### src/rtl/enemy_pkg.sv
// Shared types for the enemy jump controller: travel direction, FSM states,
// and the default location width.
package enemy_pkg;

    localparam int LOC_W_DEF = 14;

    typedef enum logic [1:0] {
        DIR_STILL = 2'b00,
        DIR_RIGHT = 2'b01,
        DIR_LEFT  = 2'b10
    } dir_t;

    typedef enum logic [1:0] {
        ST_IDLE = 2'b00,
        ST_SCAN = 2'b01,
        ST_JUMP = 2'b10,
        ST_AIR  = 2'b11
    } state_t;

endpackage

### src/rtl/enemy_jump_ctrl_if.sv
// Bundles the frame/enemy/platform inputs and jump status outputs of the
// enemy jump controller.
interface enemy_jump_ctrl_if import enemy_pkg::*; #(
    parameter int LOC_W    = LOC_W_DEF,
    parameter int NUM_PLAT = 16,
    parameter int IDX_W    = (NUM_PLAT > 1) ? $clog2(NUM_PLAT) : 1
);
    logic                           frame_tick;
    logic [LOC_W-1:0]               enemy_loc;
    logic [1:0]                     enemy_dir;
    logic [NUM_PLAT-1:0][LOC_W-1:0] plat_edge;
    logic [NUM_PLAT-1:0]            plat_valid;
    logic                           jump;
    logic                           airborne;
    logic                           busy;
    logic [IDX_W-1:0]               hit_idx;

    modport master (
        output frame_tick, enemy_loc, enemy_dir, plat_edge, plat_valid,
        input  jump, airborne, busy, hit_idx
    );

    modport slave (
        input  frame_tick, enemy_loc, enemy_dir, plat_edge, plat_valid,
        output jump, airborne, busy, hit_idx
    );
endinterface

### src/rtl/edge_window_cmp.sv
// Decides whether one platform edge lies within the look-ahead window in
// front of the enemy; differences are taken one bit wider so nothing wraps.
module edge_window_cmp import enemy_pkg::*; #(
    parameter int LOC_W     = LOC_W_DEF,
    parameter int LOOKAHEAD = 5
) (
    input  logic [LOC_W-1:0] i_loc,
    input  logic [LOC_W-1:0] i_edge,
    input  logic             i_valid,
    input  dir_t             i_dir,
    output logic             o_hit
);
    localparam int WB = LOC_W + 1;
    localparam logic [LOC_W:0] WIN_MAX = WB'(LOOKAHEAD - 1);

    logic [LOC_W:0] w_fwd;
    logic [LOC_W:0] w_bwd;

    // MSB set means the edge sits behind the enemy for that direction.
    assign w_fwd = {1'b0, i_edge} - {1'b0, i_loc};
    assign w_bwd = {1'b0, i_loc} - {1'b0, i_edge};

    always_comb begin
        o_hit = 1'b0;
        case (i_dir)
            DIR_RIGHT: o_hit = i_valid && !w_fwd[LOC_W] && (w_fwd <= WIN_MAX);
            DIR_LEFT:  o_hit = i_valid && !w_bwd[LOC_W] && (w_bwd <= WIN_MAX);
            default:   o_hit = 1'b0;
        endcase
    end
endmodule

### src/rtl/enemy_jump_ctrl.sv
// Per-frame platform-edge scan for a moving enemy: one table entry per cycle,
// first hit triggers a jump pulse followed by an airborne period in frames.
module enemy_jump_ctrl import enemy_pkg::*; #(
    parameter int LOC_W      = LOC_W_DEF,
    parameter int NUM_PLAT   = 16,
    parameter int LOOKAHEAD  = 5,
    parameter int AIR_FRAMES = 32
) (
    input logic              Clk,
    input logic              Reset_n,
    enemy_jump_ctrl_if.slave bus
);
    localparam int IDX_W = (NUM_PLAT > 1) ? $clog2(NUM_PLAT) : 1;

    state_t           r_state, w_state_nxt;
    logic [IDX_W-1:0] r_idx, w_idx_nxt;
    logic [IDX_W-1:0] r_hit_idx, w_hit_idx_nxt;
    logic [LOC_W-1:0] r_loc, w_loc_nxt;
    dir_t             r_dir, w_dir_nxt;
    logic [7:0]       r_air_cnt, w_air_cnt_nxt;
    logic [LOC_W-1:0] w_edge;
    logic             w_valid;
    logic             w_hit;
    logic             w_start;

    assign w_edge  = bus.plat_edge[r_idx];
    assign w_valid = bus.plat_valid[r_idx];
    assign w_start = bus.frame_tick &&
                     (bus.enemy_dir == DIR_RIGHT || bus.enemy_dir == DIR_LEFT);

    edge_window_cmp #(.LOC_W(LOC_W), .LOOKAHEAD(LOOKAHEAD)) u_cmp (
        .i_loc   (r_loc),
        .i_edge  (w_edge),
        .i_valid (w_valid),
        .i_dir   (r_dir),
        .o_hit   (w_hit)
    );

    always_ff @(posedge Clk or negedge Reset_n) begin
        if (!Reset_n) begin
            r_state   <= ST_IDLE;
            r_idx     <= '0;
            r_hit_idx <= '0;
            r_loc     <= '0;
            r_dir     <= DIR_STILL;
            r_air_cnt <= '0;
        end else begin
            r_state   <= w_state_nxt;
            r_idx     <= w_idx_nxt;
            r_hit_idx <= w_hit_idx_nxt;
            r_loc     <= w_loc_nxt;
            r_dir     <= w_dir_nxt;
            r_air_cnt <= w_air_cnt_nxt;
        end
    end

    always_comb begin
        w_state_nxt   = r_state;
        w_idx_nxt     = r_idx;
        w_hit_idx_nxt = r_hit_idx;
        w_loc_nxt     = r_loc;
        w_dir_nxt     = r_dir;
        w_air_cnt_nxt = r_air_cnt;
        case (r_state)
            ST_IDLE: begin
                if (w_start) begin
                    w_loc_nxt   = bus.enemy_loc;
                    w_dir_nxt   = dir_t'(bus.enemy_dir);
                    w_idx_nxt   = '0;
                    w_state_nxt = ST_SCAN;
                end
            end
            ST_SCAN: begin
                if (w_hit) begin
                    w_hit_idx_nxt = r_idx;
                    w_state_nxt   = ST_JUMP;
                end else if (r_idx == IDX_W'(NUM_PLAT - 1)) begin
                    w_state_nxt = ST_IDLE;
                end else begin
                    w_idx_nxt = r_idx + IDX_W'(1);
                end
            end
            ST_JUMP: begin
                w_air_cnt_nxt = 8'(AIR_FRAMES);
                w_state_nxt   = ST_AIR;
            end
            ST_AIR: begin
                // Ticks only count down the flight; they never start a scan here.
                if (bus.frame_tick) begin
                    w_air_cnt_nxt = r_air_cnt - 8'd1;
                    if (r_air_cnt == 8'd1) w_state_nxt = ST_IDLE;
                end
            end
            default: w_state_nxt = ST_IDLE;
        endcase
    end

    assign bus.jump     = (r_state == ST_JUMP);
    assign bus.airborne = (r_state == ST_AIR);
    assign bus.busy     = (r_state != ST_IDLE);
    assign bus.hit_idx  = r_hit_idx;
endmodule

### src/flat_wrapper.sv
// flat-port wrapper written by rule: the top's interface ports become plain ports
module enemy_jump_ctrl_flat import enemy_pkg::*;
#(
    parameter int LOC_W      = LOC_W_DEF,
    parameter int NUM_PLAT   = 16,
    parameter int LOOKAHEAD  = 5,
    parameter int AIR_FRAMES = 32
)
  (Clk, Reset_n, bus_frame_tick, bus_enemy_loc, bus_enemy_dir, bus_plat_edge, bus_plat_valid, bus_jump, bus_airborne, bus_busy, bus_hit_idx);
  enemy_jump_ctrl_if #(.LOC_W(LOC_W), .NUM_PLAT(NUM_PLAT)) bus_i ();
  input logic Clk;
  input logic Reset_n;
  input wire logic [$bits(bus_i.frame_tick)-1:0] bus_frame_tick;
  input wire logic [$bits(bus_i.enemy_loc)-1:0] bus_enemy_loc;
  input wire logic [$bits(bus_i.enemy_dir)-1:0] bus_enemy_dir;
  input wire logic [$bits(bus_i.plat_edge)-1:0] bus_plat_edge;
  input wire logic [$bits(bus_i.plat_valid)-1:0] bus_plat_valid;
  output wire logic [$bits(bus_i.jump)-1:0] bus_jump;
  output wire logic [$bits(bus_i.airborne)-1:0] bus_airborne;
  output wire logic [$bits(bus_i.busy)-1:0] bus_busy;
  output wire logic [$bits(bus_i.hit_idx)-1:0] bus_hit_idx;
  assign bus_i.frame_tick = bus_frame_tick;
  assign bus_i.enemy_loc = bus_enemy_loc;
  assign bus_i.enemy_dir = bus_enemy_dir;
  assign bus_i.plat_edge = bus_plat_edge;
  assign bus_i.plat_valid = bus_plat_valid;
  assign bus_jump = bus_i.jump;
  assign bus_airborne = bus_i.airborne;
  assign bus_busy = bus_i.busy;
  assign bus_hit_idx = bus_i.hit_idx;
  enemy_jump_ctrl #(.LOC_W(LOC_W), .NUM_PLAT(NUM_PLAT), .LOOKAHEAD(LOOKAHEAD), .AIR_FRAMES(AIR_FRAMES)) u_core (.Clk(Clk), .Reset_n(Reset_n), .bus(bus_i));
endmodule
### config.mk
export PLATFORM = sky130hd
export DESIGN_NAME = enemy_jump_ctrl_flat
export DESIGN_NICKNAME = d
export VERILOG_FILES = /design/src/rtl/enemy_pkg.sv /design/src/rtl/enemy_jump_ctrl_if.sv /design/src/rtl/edge_window_cmp.sv /design/src/rtl/enemy_jump_ctrl.sv /design/src/flat_wrapper.sv
export SDC_FILE = /design/constraint.sdc
export NUM_CORES = 1
export LEC_CHECK = 0
export CAP_MARGIN = 20
export CORE_ASPECT_RATIO = 1.5
export CORE_MARGIN = 2
export CORE_UTILIZATION = 30
export DETAILED_ROUTE_END_ITERATION = 8
export DONT_BUFFER_PORTS = 1
export SETUP_SLACK_MARGIN = 0.5
export SYNTH_ARGS = -nofsm -noshare
export SYNTH_HDL_FRONTEND = slang
export SYNTH_SLANG_ARGS = --single-unit
### constraint.sdc
create_clock -name Clk -period 5.7 [get_ports Clk]
set_input_delay 1.14 -clock Clk [delete_from_list [all_inputs] [get_ports Clk]]
set_output_delay 1.14 -clock Clk [all_outputs]
set_load 0.02 [all_outputs]
[Word level (Yosys, flattened, before mapping)]
Index checks and enable logic that the tools add are counted.
Word-level totals
  bits of input ports: 259
  output and inout port bits: 7
  flip-flop bits (word level): 34
Cells by class
  $lt $le $gt $ge: 3
  reduce and logical (&&, ||, !) cells: 17
  mux-type cells: 17
  $add $sub $neg: 4
  equality and inequality tests: 15
Operator list (number)
  14-bit binary-select mux with 4-bit select: 1
  15-bit by 3-bit <= comparator with 1-bit output (second input constant): 2
  14-bit by 14-bit subtractor with 15-bit output: 2
  8-bit one-hot mux with 2 select lines: 1
  14-bit 2-to-1 mux: 1
  4-bit 2-to-1 mux: 3
  2-bit 2-to-1 mux: 5
  2-bit equality test (second input constant): 4
  8-bit by 1-bit equality test with 1-bit output (second input constant): 1
  8-bit 2-to-1 mux: 1
  2-bit one-hot mux with 4 select lines: 1
  4-bit one-hot mux with 2 select lines: 1
  4-bit AND reduction: 2
  8-bit by 1-bit subtractor with 8-bit output (second input constant): 1
  2-bit by 1-bit equality test with 1-bit output (second input constant): 3
  2-bit != test (second input constant): 3
  2-bit AND reduction: 3
  2-bit nonzero test: 3
  1-bit logical AND: 5
  4-bit by 5-bit less-than comparator with 1-bit output (second input constant): 1
  4-bit by 1-bit adder with 4-bit output (second input constant): 1
  1-bit binary-select mux with 4-bit select: 1
  4-bit equality test (second input constant): 1
  2-bit by 1-bit != test with 1-bit output (second input constant): 2
  other kinds (6): 7

[Depth between registers and ports, before layout]
Gate-level depths: netlist of the first run.
  word-level depth: 9
  mapped depth: 17
  depth with buffers taken out: 13

[By module]
Synthesis of the first run repeated with hierarchy kept, for this count alone.
Second synthesis, totals
  cell total of the unflattened synthesis: 544
  area, all modules: 5084.9 µm²
Modules (own cells, without submodules)
  enemy_jump_ctrl: cells an instance 292, instances 1, area an instance 3384.5 µm²
  edge_window_cmp: cells an instance 252, instances 1, area an instance 1700.4 µm²

[Least setup slack after synthesis of the first run]
No wires, ideal clock.
  path kind: register to register
  start: register u_core.r_idx[0]
  end: register u_core.r_hit_idx[0], in the netlist u_core.bus.hit_idx[0]
  setup slack: 1012 ps
  stages on the path, launching flop included: 16
  data arrival time: 4560 ps
  library setup time: 128 ps
  data required time: 5572 ps
  period minus slack after synthesis: 4688 ps
  cell sequence: dfrtp_1 buf_4 buf_1 mux4_2 mux4_2 ha_1 buf_2 nor2_1 a21oi_1 mux2_1 a2111oi_2 o2111ai_1 a2111o_1 o32ai_4 buf_6 mux2_1
Between the ends
  word-level cells in the longest chain between the ends: 8
  elaborated cells between the ends (all ways): 16
RTL lines
  from (decl): RTL line enemy_jump_ctrl.sv:16  | logic [IDX_W-1:0] r_idx, w_idx_nxt;
  from (signal assigned): RTL line enemy_jump_ctrl.sv:49  | r_idx <= w_idx_nxt;
  parallel branches: the longest is 8 deep, another holds 14-bit by 14-bit subtractor with 15-bit output
  to (signal assigned): RTL line enemy_jump_ctrl.sv:50  | r_hit_idx <= w_hit_idx_nxt;
  to (decl): RTL line enemy_jump_ctrl.sv:17  | logic [IDX_W-1:0] r_hit_idx, w_hit_idx_nxt;
Several ways; the timed one is not identified. The select of a mux whose other input is x is not followed.
A chain may end at the register's enable or synchronous reset.

[Worst setup path in the final report of the first run]
  start: register u_core.r_idx[0]
  end: register u_core.r_hit_idx[3], in the netlist u_core.bus.hit_idx[3]
Between the ends
  word-level cells in the longest chain between the ends: 8
  elaborated cells between the ends (all ways): 16
RTL lines
  parallel branches: the longest is 6 deep, another holds 14-bit by 14-bit subtractor with 15-bit output
  1-bit one-hot mux with 2 select lines *: RTL line edge_window_cmp.sv:25  | case (i_dir)
  2-bit AND reduction (no line) *
Every way passes the cells marked *. The select of a mux whose other input is x is not followed.

==> summary.txt, run 1 <==
Cells and area
  – Finished Core Util: 32.9%
  – Area added between synthesis and finish: 7.90%
  – # nets final: 769
  – Post-route cell area: 5330 µm²
  – Layout cells sized above 1: 22.9%

Clocking
  – Num CTS Buffers: 5
  – H-tree depth: 2
  – Clk root buf: clkbuf_16
  – Clock latency at the later pin of the worst-skew pair: 0.29 ns
  – CTS Buffer Depth: 2
  – Clk slew on worst S/H paths: 0.06 ns
  – Clock Sinks: 34
  – CTS tree: done

Synthesis
  – Avg Synthesized Cell Area: 10.1 µm²
  – Async SR Flop Fraction: 100%
  – Primary FF master, synth: dfrtp_1
  – Yosys warning count: 0
  – Synth Net Count: 785
  – Mapped Area: 4940 µm²
  – Post-synthesis cell count: 491
  – Yosys top cell by area: mux4_2
  – Yosys reg bits: 34
  – Share of the synthesized area in the top cell type: 33.7%
  – Largest cells by area after synthesis: mux4_2 34%, dfrtp_1 17%, ha_1 8.6%
  – Post-synth EDFFs: 0
  – Yosys cell types: 65
  – Register area share after synthesis: 17.2%

Status
  – Run status: complete, no violations

Drt
  – Avg WL per Cell: 25.5 µm
  – Vias per cell: 6.22
  – DRC errors left: 0
  – Routed via count: 4255
  – Total Wirelength: 17.5 mm
  – Routed Antenna Nets: 0
  – Drt first pass iters: 7
  – DRT iter0 DRCs: 357

Timing
  – Setup Skew: 0.00603 ns
  – Slew @ Worst Pin: 0.964 ns
  – Sum Neg Setup Slack: 0 ns
  – Final setup vio count: 0
  – Final worst path period share: 86.1%
  – Max Clk Rate: 204 MHz
  – Fin. Hold Viols: 0
  – Tmin final: 4.91 ns
  – Worst slew margin: 35.7%
  – RSZ-0062 raised after global routing: no
  – Hold slack final: 0.517 ns
  – Fin. max-slew vios: 0

Floorplanning
  – IO Pins: 266
  – Core area: 16200 µm²
  – Full die area: 17500 µm²
  – Initial Utilization: 30.5%
  – FP Rows: 57
  – Die width: 109 µm
  – Die height: 161 µm

Power and ir drop
  – Leakage: 2.02 nW
  – Worst vdd ir: 0.209 mV
  – Pwr Density: 577 nW/µm²

Critical path
  – Max stage delay on crit path: 0.61 ns
  – Crit path DAT: 5.08 ns
  – CP Launch Type: flip-flop
  – Worst Path Buf+Inv: 2
  – Worst path cell trace: buf_12 > mux4_2 > mux4_2 > ha_1 > nand2_1 > o21a_1 > a21o_1 > a2111oi_2 > o2111ai_1 > a2111o_1 > o32ai_4 > buf_4 > mux2_1
  – Crit Path Class: flip-flop to flip-flop
  – Critical Path Sink Type: flip-flop
  – Most common cell on crit path: mux4_2
  – Critical path fanouts, max: 50
  – Crit path max-delay family: compound AO/OA/AOI/OAI gates
  – Critical Path RT: 5.87 ns
  – Critical path's slowest cell: mux4_2

GRT
  – Vias in the first global route: 4298
  – Overflow after GRT: 0
  – Antenna violations before repair: 12
  – Largest net degree at the start of global routing: 61
  – Gr usage total: 19.6%
  – First-pass GRT wire length: 25.6 mm

Run
  – Max Cap Viol: 0

Worst hold path
  – Hold Path Class: flip-flop to flip-flop

Placement
  – I/O Buffers: 0
  – Post-DP HPWL: 14.8 mm
  – DP Area: 5140 µm²
  – GP Congestion: 0.952
-- report_power, final --
part / internal [W] / leakage (nW) / total, W / switching (W)
clock network: 0.000206 / 0.0761 / 0.000328 / 0.000122
registers: 0.000294 / 0.426 / 0.000342 / 0.0000487
logic: 0.00108 / 1.52 / 0.00241 / 0.00133
-- layout by cell type (no fill, tap or decap), types with 6 or more instances in the layout --
| master | Yosys | final |
|---|---|---|
| buf_4 | 2 | 11 |
| o21ai_0 | 34 | 34 |
| or3_1 | 10 | 10 |
| mux4_2 | 74 | 74 |
| o211ai_1 | 6 | 6 |
| nand2_1 | 36 | 36 |
| dfrtp_1 | 34 | 32 |
| nor2_1 | 26 | 26 |
| nand3_1 | 6 | 6 |
| inv_1 | 44 | 44 |
| nand2b_1 | 6 | 6 |
| a21oi_1 | 29 | 29 |
| ha_1 | 34 | 34 |
| a21o_1 | 9 | 9 |
| mux2_1 | 6 | 6 |
| nor3_1 | 7 | 7 |
-- flip-flops by register name, indices dropped and copies added (netlist names), named ones only --
register and cells:
u_core.bus.hit_idx 4, u_core.r_air_cnt 8, u_core.r_dir 2, u_core.r_idx 4, u_core.r_loc 14, u_core.r_state 1
-- synth_stat cells (all sizes together), types with 3 or more instances --
library cell / instances
a2111oi: 3
a211oi: 4
a21o: 9
a21oi: 30
a31oi: 4
and2: 3
and3: 4
buf: 17
clkbuf: 19
dfrtp: 34
ha: 34
inv: 44
mux2: 10
mux4: 74
nand2: 37
nand2b: 6
nand3: 6
nand4: 5
nor2: 26
nor2b: 3
nor3: 7
nor3b: 3
o2111ai: 4
o211ai: 6
o21a: 5
o21ai: 39
o22ai: 4
o31ai: 3
or3: 10
xnor2: 3
xor2: 3
-- repair_timing --
action | 4_1_cts | 5_1_grt
resized for setup | 0 | 0
setup buffers | 0 | 2
endpoints found under the setup margin | 0 | 7
hold buffers | 0 | 0
-- final cells by class --
cell class	instances	area [µm²]
multi-input combinational	377	3760
tap	206	258
inverter	44	165
clock inverter	3	45.0
antenna	2	5.00
sequential	34	856
clock buffer	5	125
timing repair buffer	13	123
fill	1616	10900
-- routing by layer --
metal / GRT usage, % / vias to the layer above / wire length (µm)
met3: 5.77 / 37 / 1680
met1: 24.0 / 2046 / 6350
met5: 0 / - / 80
met4: 4.84 / 14 / 324
li1: - / 1868 / -
met2: 33.6 / 290 / 9030
-- cell families (layout without fill, tap and decap cells) --
family	Yosys count	in the layout	synth area share, %
xor gates and xnor gates	6	6	1.06
DFF	34	34	17.2
buffers and inverters	80	65	6.83
AOI/OAI and AO/OA	130	130	17.4
muxes	86	86	36.4
other	0	2	0
adders and majority gates	35	35	9.01
and+or+nand+nor	120	120	12.1
-- worst paths after layout --
path | slack [ns] | from | to | depth (start not counted)
setup / recovery | 0.79 | u_core.r_idx[0]$_DFFE_PN0P_ | u_core.bus.hit_idx[3]$_DFFE_PN0P_ | 13
hold / removal | 0.52 | u_core.r_air_cnt[1]$_DFFE_PN0P_ | u_core.r_air_cnt[1]$_DFFE_PN0P_ | 2
setup reg to reg | 0.79 | u_core.r_idx[0]$_DFFE_PN0P_ | u_core.bus.hit_idx[3]$_DFFE_PN0P_ | 13
hold reg to reg | 0.52 | u_core.r_air_cnt[1]$_DFFE_PN0P_ | u_core.r_air_cnt[1]$_DFFE_PN0P_ | 2
max in group asynchronous | 5.06 | Reset_n | u_core.r_idx[0]$_DFFE_PN0P_ | 0
min in group asynchronous | 0.54 | Reset_n | u_core.r_loc[3]$_DFFE_PN0P_ | 0
-- tightest hold or removal path, stage by stage, from the launching register on --
cell and delay, ns:
dfrtp_1 0.36, nand2_1 0.05, o21ai_0 0.07
-- through the flow --
step                      total power [W]  worst slack [ns]  instances
after floorplan                   0.00221              1.01        491
after global placement            0.00273             0.460        672
after detailed placement          0.00274             0.409        672
after CTS                         0.00308             0.642        680
after global routing              0.00332             0.520        684
final                             0.00308             0.793        684
Note: power is estimated with default switching activity, not from simulation.
==> run 2: changes to the inputs <==
Settings changed: CORE_ASPECT_RATIO 1.5 to not set.
==> run 2 against run 1 <==
Against the previous run: non-clock buffer count rose by 9; routed wire length is 3.9% higher; worst setup slack got worse by 0.0026 ns; cell count grew 3.1%; global-route usage up 0.48 points; critical endpoint is now u_core.bus.hit_idx[1]$_DFFE_PN0P_.
==> summary.txt, run 2 (synthesis results as in run 1) <==
Timing
  – Final worst path period share: 86.1%
  – Worst slew margin: 36.2%
  – Fin. max-slew vios: 0
  – Sum Neg Setup Slack: 0 ns
  – Hold slack final: 0.539 ns
  – Slew @ Worst Pin: 0.957 ns
  – Setup Skew: 0.0107 ns
  – Fin. Hold Viols: 0
  – Final setup vio count: 0
  – RSZ-0062 raised after global routing: no
  – Tmin final: 4.91 ns
  – Max Clk Rate: 204 MHz

Critical path
  – Crit path max-delay family: compound AO/OA/AOI/OAI gates
  – Crit Path Class: flip-flop to flip-flop
  – CP Launch Type: flip-flop
  – Most common cell on crit path: mux4_2
  – Critical Path Sink Type: flip-flop
  – Max stage delay on crit path: 0.56 ns
  – Worst reg-to-reg setup slack: 0.79 ns
  – Worst Path Buf+Inv: 2
  – Critical Path RT: 5.87 ns
  – Crit path DAT: 5.08 ns
  – Critical path's slowest cell: dfrtp_4
  – Worst path cell trace: buf_4 > mux4_2 > mux4_2 > ha_1 > a21oi_1 > a21boi_0 > a31oi_1 > nor2_1 > a2111oi_0 > nand4_1 > o32ai_4 > buf_12 > mux2_1
  – Critical path fanouts, max: 12

Cells and area
  – Layout cells sized above 1: 24.3%
  – Area added between synthesis and finish: 10.9%
  – Most frequent cells in the layout: 74 x mux4_2, 44 x inv_1, 36 x nand2_1, 34 x o21ai_0, 34 x ha_1
  – Finished Core Util: 34.3%
  – Reg area: 856 µm²
  – Multi-input logic area: 3760 µm²
  – Finished Layout Cells: 705
  – Largest Register: u_core.r_loc
  – # nets final: 778
  – Biggest regs: u_core.r_loc (14), u_core.r_air_cnt (8)
  – Commonest non-fill, non-tap cell in the layout: mux4_2
  – Post-route cell area: 5480 µm²
  – Max FFs per register: 14
  – Fillcell total: 1663

Clocking
  – Clock latency at the later pin of the worst-skew pair: 0.29 ns
  – Num CTS Buffers: 5
  – Clk slew on worst S/H paths: 0.07 ns
  – CTS tree: done
  – CTS Buffer Depth: 2
  – Clock Sinks: 34
  – H-tree depth: 2
  – Post_cts resized: 0
  – Clk root buf: clkbuf_16

Drt
  – Vias per cell: 6.10
  – Total Wirelength: 18.2 mm
  – DRT iter0 DRCs: 321
  – Routed via count: 4300
  – DRC errors left: 0
  – Avg WL per Cell: 25.7 µm
  – Routed Antenna Nets: 0
  – Drt first pass iters: 5

Power and ir drop
  – Internal: 0.00169 W
  – Pwr Density: 581 nW/µm²
  – Sequential power share: 11.4%
  – Leakage: 2.10 nW
  – Clk network pwr share: 12.0%
  – Worst vdd ir: 0.249 mV
  – Logic pwr share: 76.6%
  – Switch Pwr: 0.00150 W
  – Switching share of power: 47.0%

Placement
  – GP Congestion: 0.955
  – I/O Buffers: 0
  – DP Area: 5150 µm²
  – Post-DP HPWL: 15.1 mm
  – Cell count after placement: 681

GRT
  – Antenna violations before repair: 11
  – Gr usage total: 20.1%
  – First-pass GRT wire length: 27.0 mm
  – Vias in the first global route: 4333
  – Largest net degree at the start of global routing: 59
  – Overflow after GRT: 0

Status
  – Run status: complete, no violations

Run
  – Max Cap Viol: 0

Floorplanning
  – IO Pins: 266
  – Die width: 132 µm
  – Initial Utilization: 30.9%
  – Die height: 132 µm
  – FP Rows: 46
  – Core area: 16000 µm²
  – Full die area: 17500 µm²

Worst hold path
  – Hold Path Class: input pin to asynchronous set/reset pin
run 2: changes by cell type in the layout (fill, tap and decap cells not counted):
cell        previous run  this run
buf_12                 2         3
buf_16                 0         1
diode_2                2         4
clkbuf_8               0         1
clkinvlp_4             2         0
buf_4                 11        18
bufinv_16              1         2
run 2: worst paths after layout:
path	from	to	depth (start not counted)
setup / recovery	u_core.r_idx[0]$_DFFE_PN0P_	u_core.bus.hit_idx[1]$_DFFE_PN0P_	13
max in group asynchronous	Reset_n	u_core.r_idx[0]$_DFFE_PN0P_	0
setup reg to reg	u_core.r_idx[0]$_DFFE_PN0P_	u_core.bus.hit_idx[1]$_DFFE_PN0P_	13
hold / removal	Reset_n	u_core.r_idx[2]$_DFFE_PN0P_	0
min in group Clk	u_core.r_air_cnt[1]$_DFFE_PN0P_	u_core.r_air_cnt[1]$_DFFE_PN0P_	2
hold reg to reg	u_core.r_air_cnt[1]$_DFFE_PN0P_	u_core.r_air_cnt[1]$_DFFE_PN0P_	2
run 2: cell type report:
class | instances | area share [%]
timing repair buffer | 22 | 4.06
clock buffer | 6 | 2.53
inverter | 44 | 3.01
antenna | 4 | 0.183
tap | 216 | 4.93
clock inverter | 2 | 1.10
sequential | 34 | 15.6
multi-input combinational | 377 | 68.6
run 2: metal layers:
| metal | up-vias | wire (µm) | GRT usage (%) |
|---|---|---|---|
| met2 | 238 | 9240 | 35.5 |
| met1 | 2112 | 6700 | 22.8 |
| met4 | 10 | 475 | 5.79 |
| met5 | - | 70 | 0 |
| met3 | 43 | 1670 | 7.27 |
| li1 | 1897 | - | - |
run 2: repair_timing:
item,CTS,global route
setup endpoints to repair,2,7
hold buffers,0,0
pin swaps,0,1
buffers inserted,1,11
run 2: power groups by stage:
| stage | combinational (W) | sequential, W | clock, W |
|---|---|---|---|
| after global routing | 0.00266 | 0.000370 | 0.000396 |
| final | 0.00244 | 0.000362 | 0.000383 |
| after floorplan | 0.00189 | 0.000321 | 0 |
| after CTS | 0.00236 | 0.000376 | 0.000389 |
| after detailed placement | 0.00230 | 0.000399 | 0 |
| after global placement | 0.00230 | 0.000393 | 0 |
run 2: per-stage QoR:
stage | power (W) | setup slack, ns
floorplan | 0.00221 | 1.01
global placement | 0.00269 | 0.401
detailed placement | 0.00270 | 0.435
CTS | 0.00313 | 0.601
global route | 0.00343 | 0.548
finish | 0.00318 | 0.790
==> run 3: changes to the inputs <==
Settings changed: GPL_TIMING_DRIVEN set to 0.
==> run 3 against run 2 <==
Against the previous run: sequential share of layout area fell by 0.098 points; clock skew fell by 0.0047 ns; worst hold slack got worse by 0.027 ns; first-iteration DRC count rose by 3.4%; routed wire length rose by 11%; final area barely moved; fmax fell by 1.3%; sequential cell count did not move; via count rose by 6.1%; clock power fell by 3%; cell count rose by 2.1%; critical path type unchanged.
==> summary.txt, run 3 (synthesis results as in run 1) <==
GRT
  – Largest net degree at the start of global routing: 35
  – Gr usage total: 22.5%
  – Antenna violations before repair: 6
  – Vias in the first global route: 4710
  – First-pass GRT wire length: 29.7 mm
  – Overflow after GRT: 0

Drt
  – DRC errors left: 0
  – Routed via count: 4561
  – Vias per cell: 6.33
  – Total Wirelength: 20.2 mm
  – Avg WL per Cell: 28.0 µm
  – Drt first pass iters: 6
  – DRT iter0 DRCs: 332
  – Routed Antenna Nets: 0

Cells and area
  – # nets final: 792
  – Area added between synthesis and finish: 10.9%
  – Fillcell total: 1700
  – Multi-input logic area: 3760 µm²
  – Commonest non-fill, non-tap cell in the layout: mux4_2
  – Reg area: 851 µm²
  – Biggest regs: u_core.r_loc (14), u_core.r_air_cnt (8)
  – Most frequent cells in the layout: 74 x mux4_2, 44 x inv_1, 36 x nand2_1
  – Layout cells sized above 1: 23.6%
  – Largest Register: u_core.r_loc
  – Finished Core Util: 34.3%
  – Max FFs per register: 14
  – Post-route cell area: 5480 µm²

Timing
  – RSZ-0062 raised after global routing: no
  – Fin. max-slew vios: 0
  – Setup Skew: 0.00608 ns
  – Worst slew margin: 56.5%
  – Tmin final: 4.98 ns
  – Hold slack final: 0.512 ns
  – Final setup vio count: 0
  – Slew @ Worst Pin: 0.651 ns
  – Max Clk Rate: 201 MHz
  – Fin. Hold Viols: 0
  – Final worst path period share: 87.3%

Power and ir drop
  – Clk network pwr share: 11.6%
  – Leakage: 2.11 nW
  – Switching share of power: 48.7%
  – Power Total: 0.00321 W
  – Internal: 0.00165 W
  – Switch Pwr: 0.00156 W
  – Pwr Density: 585 nW/µm²
  – Logic pwr share: 78.2%
  – Sequential power share: 10.2%
  – Worst vdd ir: 0.185 mV

Critical path
  – Reg-to-reg critical path startpoint: u_core.r_idx[1]$_DFFE_PN0P_
  – Worst r2r dst: u_core.bus.hit_idx[2]$_DFFE_PN0P_
  – Crit path launch: u_core.r_idx[1]$_DFFE_PN0P_
  – Critical path's slowest cell: mux4_2
  – Crit path max-delay family: compound AO/OA/AOI/OAI gates
  – Critical Path RT: 5.86 ns
  – Crit Path Class: flip-flop to flip-flop
  – Worst Path Buf+Inv: 4
  – Crit path DAT: 5.14 ns
  – Max stage delay on crit path: 0.51 ns
  – Worst path depth: 16
  – CP Launch Type: flip-flop
  – Critical path fanouts, max: 10
  – Worst reg-to-reg setup slack: 0.72 ns
  – Worst path cell trace: buf_6 > clkbuf_4 > buf_4 > mux4_2 > mux4_2 > ha_1 > fa_1 > xnor2_1 > a211oi_1 > o211ai_1 > nor4_1 > o2111ai_1 > a2111o_1 > o32ai_4 > buf_6 > mux2_1
  – Critical Path Sink: u_core.bus.hit_idx[2]$_DFFE_PN0P_
  – Worst Reg-to-Reg Cells: 16
  – Critical Path Sink Type: flip-flop

Placement
  – Post-DP HPWL: 17.2 mm
  – DP Area: 5210 µm²
  – I/O Buffers: 0
  – GP Congestion: 0.951

Worst hold path
  – HP Start: u_core.r_air_cnt[1]$_DFFE_PN0P_
  – Hold Path Class: flip-flop to flip-flop

Clocking
  – CTS tree: done
  – Clk slew on worst S/H paths: 0.06 ns
  – Clock Sinks: 34
  – Post-CTS Setup Repair Bufs: 0
  – Clk root buf: clkbuf_16
  – H-tree depth: 2
  – Clock latency at the later pin of the worst-skew pair: 0.29 ns
  – CTS Buffer Depth: 2
  – Num CTS Buffers: 5

Status
  – Run status: complete, no violations

Floorplanning
  – Core area: 16000 µm²
  – Die width: 132 µm
  – Die height: 132 µm
  – FP Rows: 46
  – Initial Utilization: 30.9%
  – Full die area: 17500 µm²
  – IO Pins: 266

Run
  – Max Cap Viol: 0
[run 3: layout make-up]
class	instances	area share [%]
clock inverter	3	1.26
sequential	34	15.5
buffer	36	4.22
inverter	44	3.01
multi-input combinational	377	68.6
antenna	5	0.228
clock buffer	5	2.28
tap	216	4.93
[run 3: what timing repair did]
action,in CTS,in global routing
cloned,0,0
endpoints found under the setup margin,10,10
hold buffers,0,0
gates resized for setup,14,43
[run 3: worst reg2reg max path: cells and delay by family, from the launching register on]
| kind | cells | cell delay, ns |
|---|---|---|
| AO/OA/AOI/OAI | 5 | 1.32 |
| multiplexers | 3 | 1.17 |
| buffers and inverters | 4 | 0.92 |
| adder cells (fa/ha/maj) | 2 | 0.63 |
| flip-flops | 1 | 0.39 |
| AND/OR/NAND/NOR | 1 | 0.28 |
| XOR/XNOR | 1 | 0.14 |
[run 3: stage by stage]
step / std cells / TNS (ns) / setup WS, ns
detailed placement: 707 / -0.0232 / -0.00963
global route: 717 / 0 / 0.511
floorplan: 491 / 0 / 1.01
CTS: 715 / 0 / 0.514
global placement: 707 / 0 / 0.0718
finish: 720 / 0 / 0.724
[run 3: layer usage]
metal  GRT usage, %  share of wire [%]  vias to the layer above
li1               -                  -                     1927
met1           25.4                 36                     2311
met2           40.2                 52                      279
met3           7.15                9.5                       40
met4           7.35                2.7                        4
met5              0               0.13                        -
[run 3: power groups by stage]
stage	Combinational, W	Clock, W	Sequential [W]
6_report	0.00251	0.000372	0.000328
5_1_grt	0.00273	0.000385	0.000333
4_1_cts	0.00245	0.000374	0.000327
3_5_place_dp	0.00243	0	0.000331
3_3_place_gp	0.00241	0	0.000327
2_1_floorplan	0.00189	0	0.000321
[run 3: worst min-delay path by stage]
stage / end / slack, ns / depth (start not counted)
after floorplan: u_core.r_air_cnt[1]$_DFFE_PN0P_ / 0.47 / 2
after global placement: u_core.r_air_cnt[1]$_DFFE_PN0P_ / 0.49 / 2
after detailed placement: u_core.r_air_cnt[1]$_DFFE_PN0P_ / 0.50 / 2
after CTS: u_core.r_air_cnt[1]$_DFFE_PN0P_ / 0.51 / 2
after global routing: u_core.r_air_cnt[1]$_DFFE_PN0P_ / 0.54 / 0
final: u_core.r_air_cnt[1]$_DFFE_PN0P_ / 0.51 / 2
